$ cat config.mk
export PLATFORM = sky130hd
export DESIGN_NAME = multiplier_4bit_flat
export DESIGN_NICKNAME = d
export VERILOG_FILES = /design/src/rtl/multiplier_4bit_if.sv /design/src/rtl/multiplier_4bit.sv /design/src/flat_wrapper.sv
export SDC_FILE = /design/constraint.sdc
export NUM_CORES = 1
export LEC_CHECK = 0
export ABC_AREA = 0
export BUFFER_PORTS_ARGS = -buffer_cell sky130_fd_sc_hd__buf_2
export CAP_MARGIN = 5
export CORE_ASPECT_RATIO = 0.6
export CORE_MARGIN = 2
export CORE_UTILIZATION = 35
export CTS_CLUSTER_SIZE = 28
export DETAILED_ROUTE_END_ITERATION = 16
export GPL_ROUTABILITY_DRIVEN = 1
export GPL_TIMING_DRIVEN = 0
export PLACE_DENSITY = 0.59
export SLEW_MARGIN = 10
export SYNTH_ARGS = -nofsm -noshare
export SYNTH_HDL_FRONTEND = slang
export SYNTH_SLANG_ARGS = --single-unit
export TNS_END_PERCENT = 100
$ cat constraint.sdc
create_clock -name clk -period 2.3 [get_ports clk]
set_input_delay 0.115 -clock clk [delete_from_list [all_inputs] [get_ports clk]]
set_output_delay 0.115 -clock clk [all_outputs]
set_load 0.01 [all_outputs]
$ cat src/rtl/multiplier_4bit_if.sv
// Start/busy/done handshake and operand/result bus between the ALU controller
// and the sequential 4x4 multiplier.
interface multiplier_4bit_if;
    logic       start;
    logic [3:0] A;
    logic [3:0] B;
    logic [3:0] product_low;
    logic [3:0] product_high;
    logic       busy;
    logic       done;

    modport master (
        output start, A, B,
        input  product_low, product_high, busy, done
    );

    modport slave (
        input  start, A, B,
        output product_low, product_high, busy, done
    );
endinterface

$ cat src/rtl/multiplier_4bit.sv
// Sequential 4x4 unsigned shift-and-add multiplier: one partial product per clock,
// result published as two registered nibbles with a one-cycle done pulse.
module multiplier_4bit (
    input  logic              clk,
    input  logic              rst_n,
    multiplier_4bit_if.slave  bus
);

    typedef enum logic {
        IDLE = 1'b0,
        RUN  = 1'b1
    } state_t;

    state_t     state;
    state_t     state_nxt;

    logic [7:0] mcand;
    logic [3:0] mplier;
    logic [7:0] acc;
    logic [1:0] cnt;

    logic [7:0] acc_nxt;
    logic       accept;
    logic       last_iter;

    logic [3:0] prod_lo_q;
    logic [3:0] prod_hi_q;
    logic       done_q;

    // One shift-and-add step; 4x4 products fit in 8 bits so the add never overflows.
    function automatic logic [7:0] add_partial(
        input logic [7:0] acc_in,
        input logic [7:0] addend,
        input logic       use_it
    );
        return use_it ? (acc_in + addend) : acc_in;
    endfunction

    assign acc_nxt = add_partial(acc, mcand, mplier[0]);

    always_ff @(posedge clk or negedge rst_n) begin
        if (!rst_n) begin
            state <= IDLE;
        end else begin
            state <= state_nxt;
        end
    end

    always_comb begin
        state_nxt = state;
        accept    = 1'b0;
        last_iter = 1'b0;
        case (state)
            IDLE: begin
                if (bus.start) begin
                    accept    = 1'b1;
                    state_nxt = RUN;
                end
            end
            RUN: begin
                if (cnt == 2'd3) begin
                    last_iter = 1'b1;
                    state_nxt = IDLE;
                end
            end
            default: state_nxt = IDLE;
        endcase
    end

    always_ff @(posedge clk or negedge rst_n) begin
        if (!rst_n) begin
            mcand  <= '0;
            mplier <= '0;
            acc    <= '0;
            cnt    <= '0;
        end else if (accept) begin
            mcand  <= {4'b0000, bus.A};
            mplier <= bus.B;
            acc    <= '0;
            cnt    <= '0;
        end else if (state == RUN) begin
            acc    <= acc_nxt;
            mcand  <= {mcand[6:0], 1'b0};
            mplier <= {1'b0, mplier[3:1]};
            cnt    <= cnt + 2'd1;
        end
    end

    // Outputs change only on completion, so intermediate sums are never visible.
    always_ff @(posedge clk or negedge rst_n) begin
        if (!rst_n) begin
            prod_lo_q <= '0;
            prod_hi_q <= '0;
            done_q    <= 1'b0;
        end else begin
            done_q <= last_iter;
            if (last_iter) begin
                prod_lo_q <= acc_nxt[3:0];
                prod_hi_q <= acc_nxt[7:4];
            end
        end
    end

    assign bus.product_low  = prod_lo_q;
    assign bus.product_high = prod_hi_q;
    assign bus.done         = done_q;
    assign bus.busy         = (state == RUN);

endmodule

$ cat src/flat_wrapper.sv
// flat-port wrapper written by rule: the top's interface ports become plain ports
module multiplier_4bit_flat 
  (clk, rst_n, bus_start, bus_A, bus_B, bus_product_low, bus_product_high, bus_busy, bus_done);
  multiplier_4bit_if bus_i ();
  input  logic clk;
  input  logic rst_n;
  input wire logic [$bits(bus_i.start)-1:0] bus_start;
  input wire logic [$bits(bus_i.A)-1:0] bus_A;
  input wire logic [$bits(bus_i.B)-1:0] bus_B;
  output wire logic [$bits(bus_i.product_low)-1:0] bus_product_low;
  output wire logic [$bits(bus_i.product_high)-1:0] bus_product_high;
  output wire logic [$bits(bus_i.busy)-1:0] bus_busy;
  output wire logic [$bits(bus_i.done)-1:0] bus_done;
  assign bus_i.start = bus_start;
  assign bus_i.A = bus_A;
  assign bus_i.B = bus_B;
  assign bus_product_low = bus_i.product_low;
  assign bus_product_high = bus_i.product_high;
  assign bus_busy = bus_i.busy;
  assign bus_done = bus_i.done;
  multiplier_4bit u_core (.clk(clk), .rst_n(rst_n), .bus(bus_i));
endmodule
==> flow_metrics.tcl, run 1 <==
set metrics [dict create \
    setup_viol 0 \
    switching_power_mw 0.9373 \
    rows 19 \
    crit_start "u_core.acc[0]" \
    dp_hpwl_mm 2.623 \
    drc 0 \
    gp_congestion 0.7992 \
    crit_type "flop to flop" \
    cap_violations 0 \
    critPathBufInv 1 \
    slew_violations 0 \
    worstPathMaxFanout 4 \
    end_kind "flop" \
    synth_area_leader_cell "dfrtp_1" \
    hp-class "input pin to flop" \
    cts_setup_buffers 0 \
    synth.cell_area_sq_um 1712 \
    netlist_top_cells_area "dfrtp_1 47%, mux2i_1 8.2%, ha_1 5.8%" \
    synthDistinctLibCells 36 \
    min_period_ns 2.172 \
    r2r-start "u_core.acc[0]" \
    syn_inst 170 \
    clock_skew_ns 0.006587 \
    syn-num-nets 190 \
    p_comb_frac 0.440 \
    p_per_area_nw_per_um2 1213 \
    diodes 0 \
    grt_overflow 0 \
    multi_input_area_sq_um 844.6 \
    yosys_warnings 0 \
    path_cells "ha_1 > inv_1 > fa_2 > nor2b_4 > o31a_1 > o21a_1 > or3_1 > a32o_1" \
    vias_per_cell 4.885 \
    fillCellCount 479 \
    tns_ns 0 \
    die_w_microns 94.28 \
    ir_drop_uv 450.2 \
    seq_area_frac_synth 0.4678 \
    wl_per_cell_microns 13.79 \
    hold_viol 0 \
    period_share 0.9443 \
    cts.htree.levels 2 \
    synthTopCellsByCount "32 x dfrtp_1, 20 x o21ai_0, 19 x nand2_1" \
    intPower_mw 1.481 \
    cts_root_buf "clkbuf_8" \
    synth_top_cell_area_share 0.4678 \
    cts_sinks 32 \
    start_util 0.3692 \
    grt_pass1_vias 1194 \
    leakage_nw 0.9611 \
    numCtsBuffers 5 \
    routed_wirelength_mm 3.613 \
    synth_edf_count 0 \
    boundaryPins 21 \
    synth.avg_cell_area_sq_um 10.07 \
    hp-start "bus_A[0]" \
    grt_start_max_net_pins 33 \
    ant_nets 0 \
    yosys_register_bits 32 \
    grt_usage 0.1455 \
    clkLatencyLatePin_ns 0.28 \
    cp.required_ns 2.47 \
    critical_path_arrival_ns 2.35 \
    portBuffers 20 \
    final-seq-area_sq_um 800.8 \
    start_kind "flop" \
    seqPwrFrac 0.373 \
    vias 1280 \
    core_sq_um 4636 \
    cts_max_path_buffers 2 \
    power.share.switching 0.3876 \
    drt_iter0_drc 54 \
    fmax_ghz 0.4604 \
    cts_tree "yes" \
    slew_headroom 0.5199 \
    finalInstanceArea_sq_um 1993 \
    antenna_found_initial 0 \
    final_nets 218 \
    firstDrtPassIters 4 \
    clk_pin_slew_worst_paths_ns 0.07 \
    fin_util 0.4300 \
    die_area_sq_um 5484 \
    ys.flop_type "dfrtp_1" \
    slowest_delay_ns 0.39 \
    grt_pass1_wl_mm 5.961 \
    worst_pin_slew_ns 0.7201 \
    rsz0062_at_grt "false" \
    post_dp_cell_area_sq_um 1891 \
    synth_most_common_cell "dfrtp_1" \
    outcome "completed" \
    syn_to_final_growth_pct 16.45 \
    ys_async_sr_fraction 1.000 \
    cp_slowest_cell "dfrtp_1" \
    cpLargestDelayFamily "compound AO/OA/AOI/OAI gates" \
    clkPwrFrac 0.186 \
    die_h_microns 58.17 \
    drive_gt1_frac 0.1558 \
]
-- power by group through the flow --
stage / registers [mW] / logic (mW) / clock network [mW]
after floorplan: 0.918 / 0.765 / 0
after global placement: 0.911 / 1.06 / 0
after detailed placement: 0.913 / 1.07 / 0
after CTS: 0.905 / 1.07 / 0.463
after global routing: 0.933 / 1.22 / 0.483
final: 0.903 / 1.07 / 0.450
-- cell type report --
| class | count | share of cell area |
|---|---|---|
| inverters | 7 | 0.01318 |
| flip-flops and latches | 32 | 0.4018 |
| repair buffers | 21 | 0.05524 |
| plain buffers | 11 | 0.02134 |
| well taps | 63 | 0.03955 |
| clock buffers | 8 | 0.04520 |
| multi-input cells | 120 | 0.4237 |
-- layout by cell type, fill, tap and decap left out, types with 2 or more instances in the layout --
master    count
o21a_1        2
nor3b_1       3
and3_1        2
nand3_1       2
xnor2_1       2
nor2_1        8
a22o_1        9
mux2i_1      14
nand2_1      19
ha_1          8
or3_1         2
clkbuf_1     10
clkbuf_8      6
o21ai_0      20
buf_1         2
a21o_1        3
dfrtp_1      32
a21oi_1       6
buf_2        21
nand3b_1      3
nor3_1        2
inv_1         7
-- worst paths after layout --
check | end | slack, ns | depth (start not counted)
setup / recovery | u_core.acc[6] | 0.13 | 8
min in group asynchronous | u_core.bus.product_high[2] | 0.42 | 2
setup reg to reg | u_core.acc[6] | 0.13 | 8
hold / removal | u_core.mcand[0] | 0.08 | 3
hold reg to reg | u_core.bus.product_high[0] | 0.48 | 2
max in group asynchronous | u_core.mplier[1] | 1.41 | 2
-- state kept, by name (all words and copies together), names as in the netlist --
signal / count
u_core.bus.product_low: 4
u_core.mplier: 4
u_core.cnt: 2
u_core.acc: 8
u_core.bus.done: 1
u_core.bus.busy: 1
u_core.bus.product_high: 4
u_core.mcand: 8
-- kinds of logic (layout without fill, tap and decap cells) --
kind of cell             after synthesis  in the layout  synth area share
AO/OA/AOI/OAI                         47             47            0.1798
XOR/XNOR                               3              3           0.01535
flip-flops                            32             32            0.4678
AND/OR/NAND/NOR                       46             46            0.1382
multiplexers                          15             15           0.08845
buffers and inverters                 18             47           0.04021
adder cells (fa/ha/maj)                9              9           0.07018
-- worst reg2reg max path, delay by kind of cell, from the launching register on --
kind | cells | cell delay, ns
AO/OA/AOI/OAI | 3 | 0.74
adder cells (fa/ha/maj) | 2 | 0.49
buffers and inverters | 1 | 0.08
flip-flops | 1 | 0.39
AND/OR/NAND/NOR | 2 | 0.36
-- repair_timing --
| item | 4_1_cts | 5_1_grt |
|---|---|---|
| hold endpoints to repair | 32 | 0 |
| endpoints found under the setup margin | 0 | 1 |
| hold buffers | 1 | 0 |
| gates resized for setup | 0 | 1 |
-- routing by layer --
| metal | vias to the layer above | global-route usage | wire length [microns] |
|---|---|---|---|
| met2 | 26 | 0.1684 | 1302 |
| met1 | 585 | 0.2467 | 2144 |
| met3 | 0 | 0.04291 | 166 |
| li1 | 669 | - | - |
| met5 | - | 0 | 0 |
| met4 | 0 | 0.03727 | 0 |
-- through the flow --
| stage | instances | total power, mW | worst slack (ns) | hold slack, ns |
|---|---|---|---|---|
| finish | 262 | 2.418 | 0.1280 | 0.08413 |
| global route | 262 | 2.633 | 0.02503 | 0.09536 |
| CTS | 262 | 2.439 | 0.1105 | 0.07957 |
| detailed placement | 253 | 1.979 | 0.1232 | 0.2270 |
| global placement | 253 | 1.973 | 0.1396 | 0.2112 |
| floorplan | 170 | 1.683 | 0.2807 | -0.1806 |
Power figures use the tool's default switching activity.
==> run 2: changes to the inputs <==
--- a/config.mk
+++ b/config.mk
@@ -10,12 +10,12 @@
 export CAP_MARGIN = 5
 export CORE_ASPECT_RATIO = 0.6
 export CORE_MARGIN = 2
-export CORE_UTILIZATION = 35
+export CORE_UTILIZATION = 55
 export CTS_CLUSTER_SIZE = 28
 export DETAILED_ROUTE_END_ITERATION = 16
 export GPL_ROUTABILITY_DRIVEN = 1
 export GPL_TIMING_DRIVEN = 0
-export PLACE_DENSITY = 0.59
+export PLACE_DENSITY = 0.82
 export SLEW_MARGIN = 10
 export SYNTH_ARGS = -nofsm -noshare
 export SYNTH_HDL_FRONTEND = slang
==> run 2 against run 1 <==
Effect of this change: power up 1.1%; critical endpoint unchanged; sequential power grew 1%; setup slack lost 0.036 ns; highest routed layer is now met4; count of clock-buffer cells in the layout did not move; cell count is 8.0% lower.
==> flow_metrics.tcl, run 2 (synthesis gave the netlist of run 1 again) <==
set metrics [dict create \
    setup_viol 0 \
    critPathBufInv 1 \
    grt_pass1_wl_mm 6.216 \
    ir_drop_uv 678.8 \
    end_kind "flop" \
    final_nets 218 \
    p_per_area_nw_per_um2 1245 \
    ant_nets 0 \
    final_common_cell "dfrtp_1" \
    tns_ns 0 \
    wl_per_cell_microns 15.37 \
    grt_start_max_net_pins 33 \
    dp_hpwl_mm 2.694 \
    leakage_nw 0.9603 \
    syn_to_final_growth_pct 14.77 \
    slew_headroom 0.5348 \
    drc 0 \
    cts_max_path_buffers 2 \
    cp.depth 8 \
    grt_overflow 0 \
    outcome "completed" \
    path_cells "ha_1 > inv_1 > fa_1 > nor2b_4 > o31a_1 > o21a_1 > or3_1 > a32o_1" \
    die_w_microns 76.02 \
    slew_violations 0 \
    antenna_found_initial 0 \
    hp-class "input pin to flop" \
    cts_sinks 32 \
    boundaryPins 21 \
    die_area_sq_um 3589 \
    cp.required_ns 2.47 \
    cts-resized-gates 0 \
    fmax_ghz 0.4530 \
    core_sq_um 2909 \
    firstDrtPassIters 4 \
    crit_type "flop to flop" \
    slowest_delay_ns 0.40 \
    cp_slowest_cell "dfrtp_1" \
    cts.htree.levels 2 \
    hp-start "bus_B[3]" \
    cts_tree "yes" \
    vias_per_cell 5.651 \
    clock_skew_ns 0.004771 \
    critical_path_arrival_ns 2.37 \
    fin_util 0.6753 \
    reg2reg_depth 8 \
    die_h_microns 47.21 \
    gp_congestion 0.8659 \
    grt_pass1_vias 1292 \
    numCtsBuffers 5 \
    layout_common_cells "32 x dfrtp_1, 21 x buf_2, 20 x o21ai_0" \
    cts_setup_buffers 0 \
    worst_pin_slew_ns 0.6979 \
    diodes 0 \
    start_kind "flop" \
    clk_pin_slew_worst_paths_ns 0.06 \
    cts_root_buf "clkbuf_8" \
    period_share 0.9598 \
    grt_usage 0.2336 \
    rows 15 \
    vias 1362 \
    cpLargestDelayFamily "compound AO/OA/AOI/OAI gates" \
    cap_violations 0 \
    clkLatencyLatePin_ns 0.28 \
    min_period_ns 2.208 \
    portBuffers 20 \
    rsz0062_at_grt "false" \
    drt_iter0_drc 138 \
    worstPathMaxFanout 4 \
    fillCellCount 218 \
    hold_viol 0 \
    drive_gt1_frac 0.1508 \
    start_util 0.5884 \
    routed_wirelength_mm 3.704 \
    r2r-start "u_core.acc[0]" \
    whs_path_depth 3 \
    reg.largest.list "u_core.acc (8), u_core.mcand (8)" \
    crit_start "u_core.acc[0]" \
]
run 2: cell type report:
cell class	count	area [sq um]	share of cell area
inverter	7	26.28	0.01338
multi-input combinational	120	842.1	0.4287
tap	42	52.55	0.02675
timing repair buffer	21	110.1	0.05605
buffer	11	42.54	0.02166
sequential	32	800.8	0.4076
clock buffer	8	90.09	0.04586
run 2: final timing paths:
kind                                              end  slack [ns]
max in group asynchronous  u_core.bus.product_high[2]        1.43
min in group asynchronous   u_core.bus.product_low[0]        0.42
setup reg to reg                        u_core.acc[6]        0.09
hold / removal                       u_core.mplier[3]        0.09
setup / recovery                        u_core.acc[6]        0.09
hold reg to reg            u_core.bus.product_high[0]        0.48
run 2: routing by layer:
| metal | wire length, microns | track usage | share of wire | vias up |
|---|---|---|---|---|
| met5 | 0 | 0 | 0 | - |
| met1 | 1767 | 0.3094 | 0.48 | 646 |
| met2 | 1687 | 0.3821 | 0.46 | 40 |
| met4 | 49 | 0.09818 | 0.013 | 0 |
| met3 | 199 | 0.06154 | 0.054 | 6 |
| li1 | - | - | - | 670 |
run 2: timing repair:
action | 4_1_cts | 5_1_grt
hold buffers | 1 | 0
endpoints found under the hold margin | 32 | 0
endpoints found under the setup margin | 0 | 0
run 2: power by group:
group / internal, mW / switching [mW] / leakage (nW)
logic: 0.466 / 0.621 / 0.497
registers: 0.774 / 0.139 / 0.418
clock network: 0.244 / 0.203 / 0.0455
total: 1.48 / 0.963 / 0.960
run 2: worst reg2reg max path: cells and delay by family (launching register included):
| kind | cells | cell delay, ns |
|---|---|---|
| simple gates | 2 | 0.37 |
| fa+ha+maj | 2 | 0.50 |
| buf+inv | 1 | 0.07 |
| compound gates | 3 | 0.75 |
| flops | 1 | 0.40 |
run 2: per-stage QoR:
stage / cells / total power [mW] / area [sq um] / hold slack, ns / setup slack (ns)
finish: 241 / 2.446 / 1964 / 0.08840 / 0.09244
global route: 241 / 2.621 / 1964 / 0.1153 / 0.04645
CTS: 241 / 2.445 / 1964 / 0.09051 / 0.1196
detailed placement: 232 / 1.994 / 1864 / 0.2107 / 0.1328
global placement: 232 / 1.924 / 1864 / 0.1933 / 0.1871
floorplan: 170 / 1.683 / 1712 / -0.1806 / 0.2807
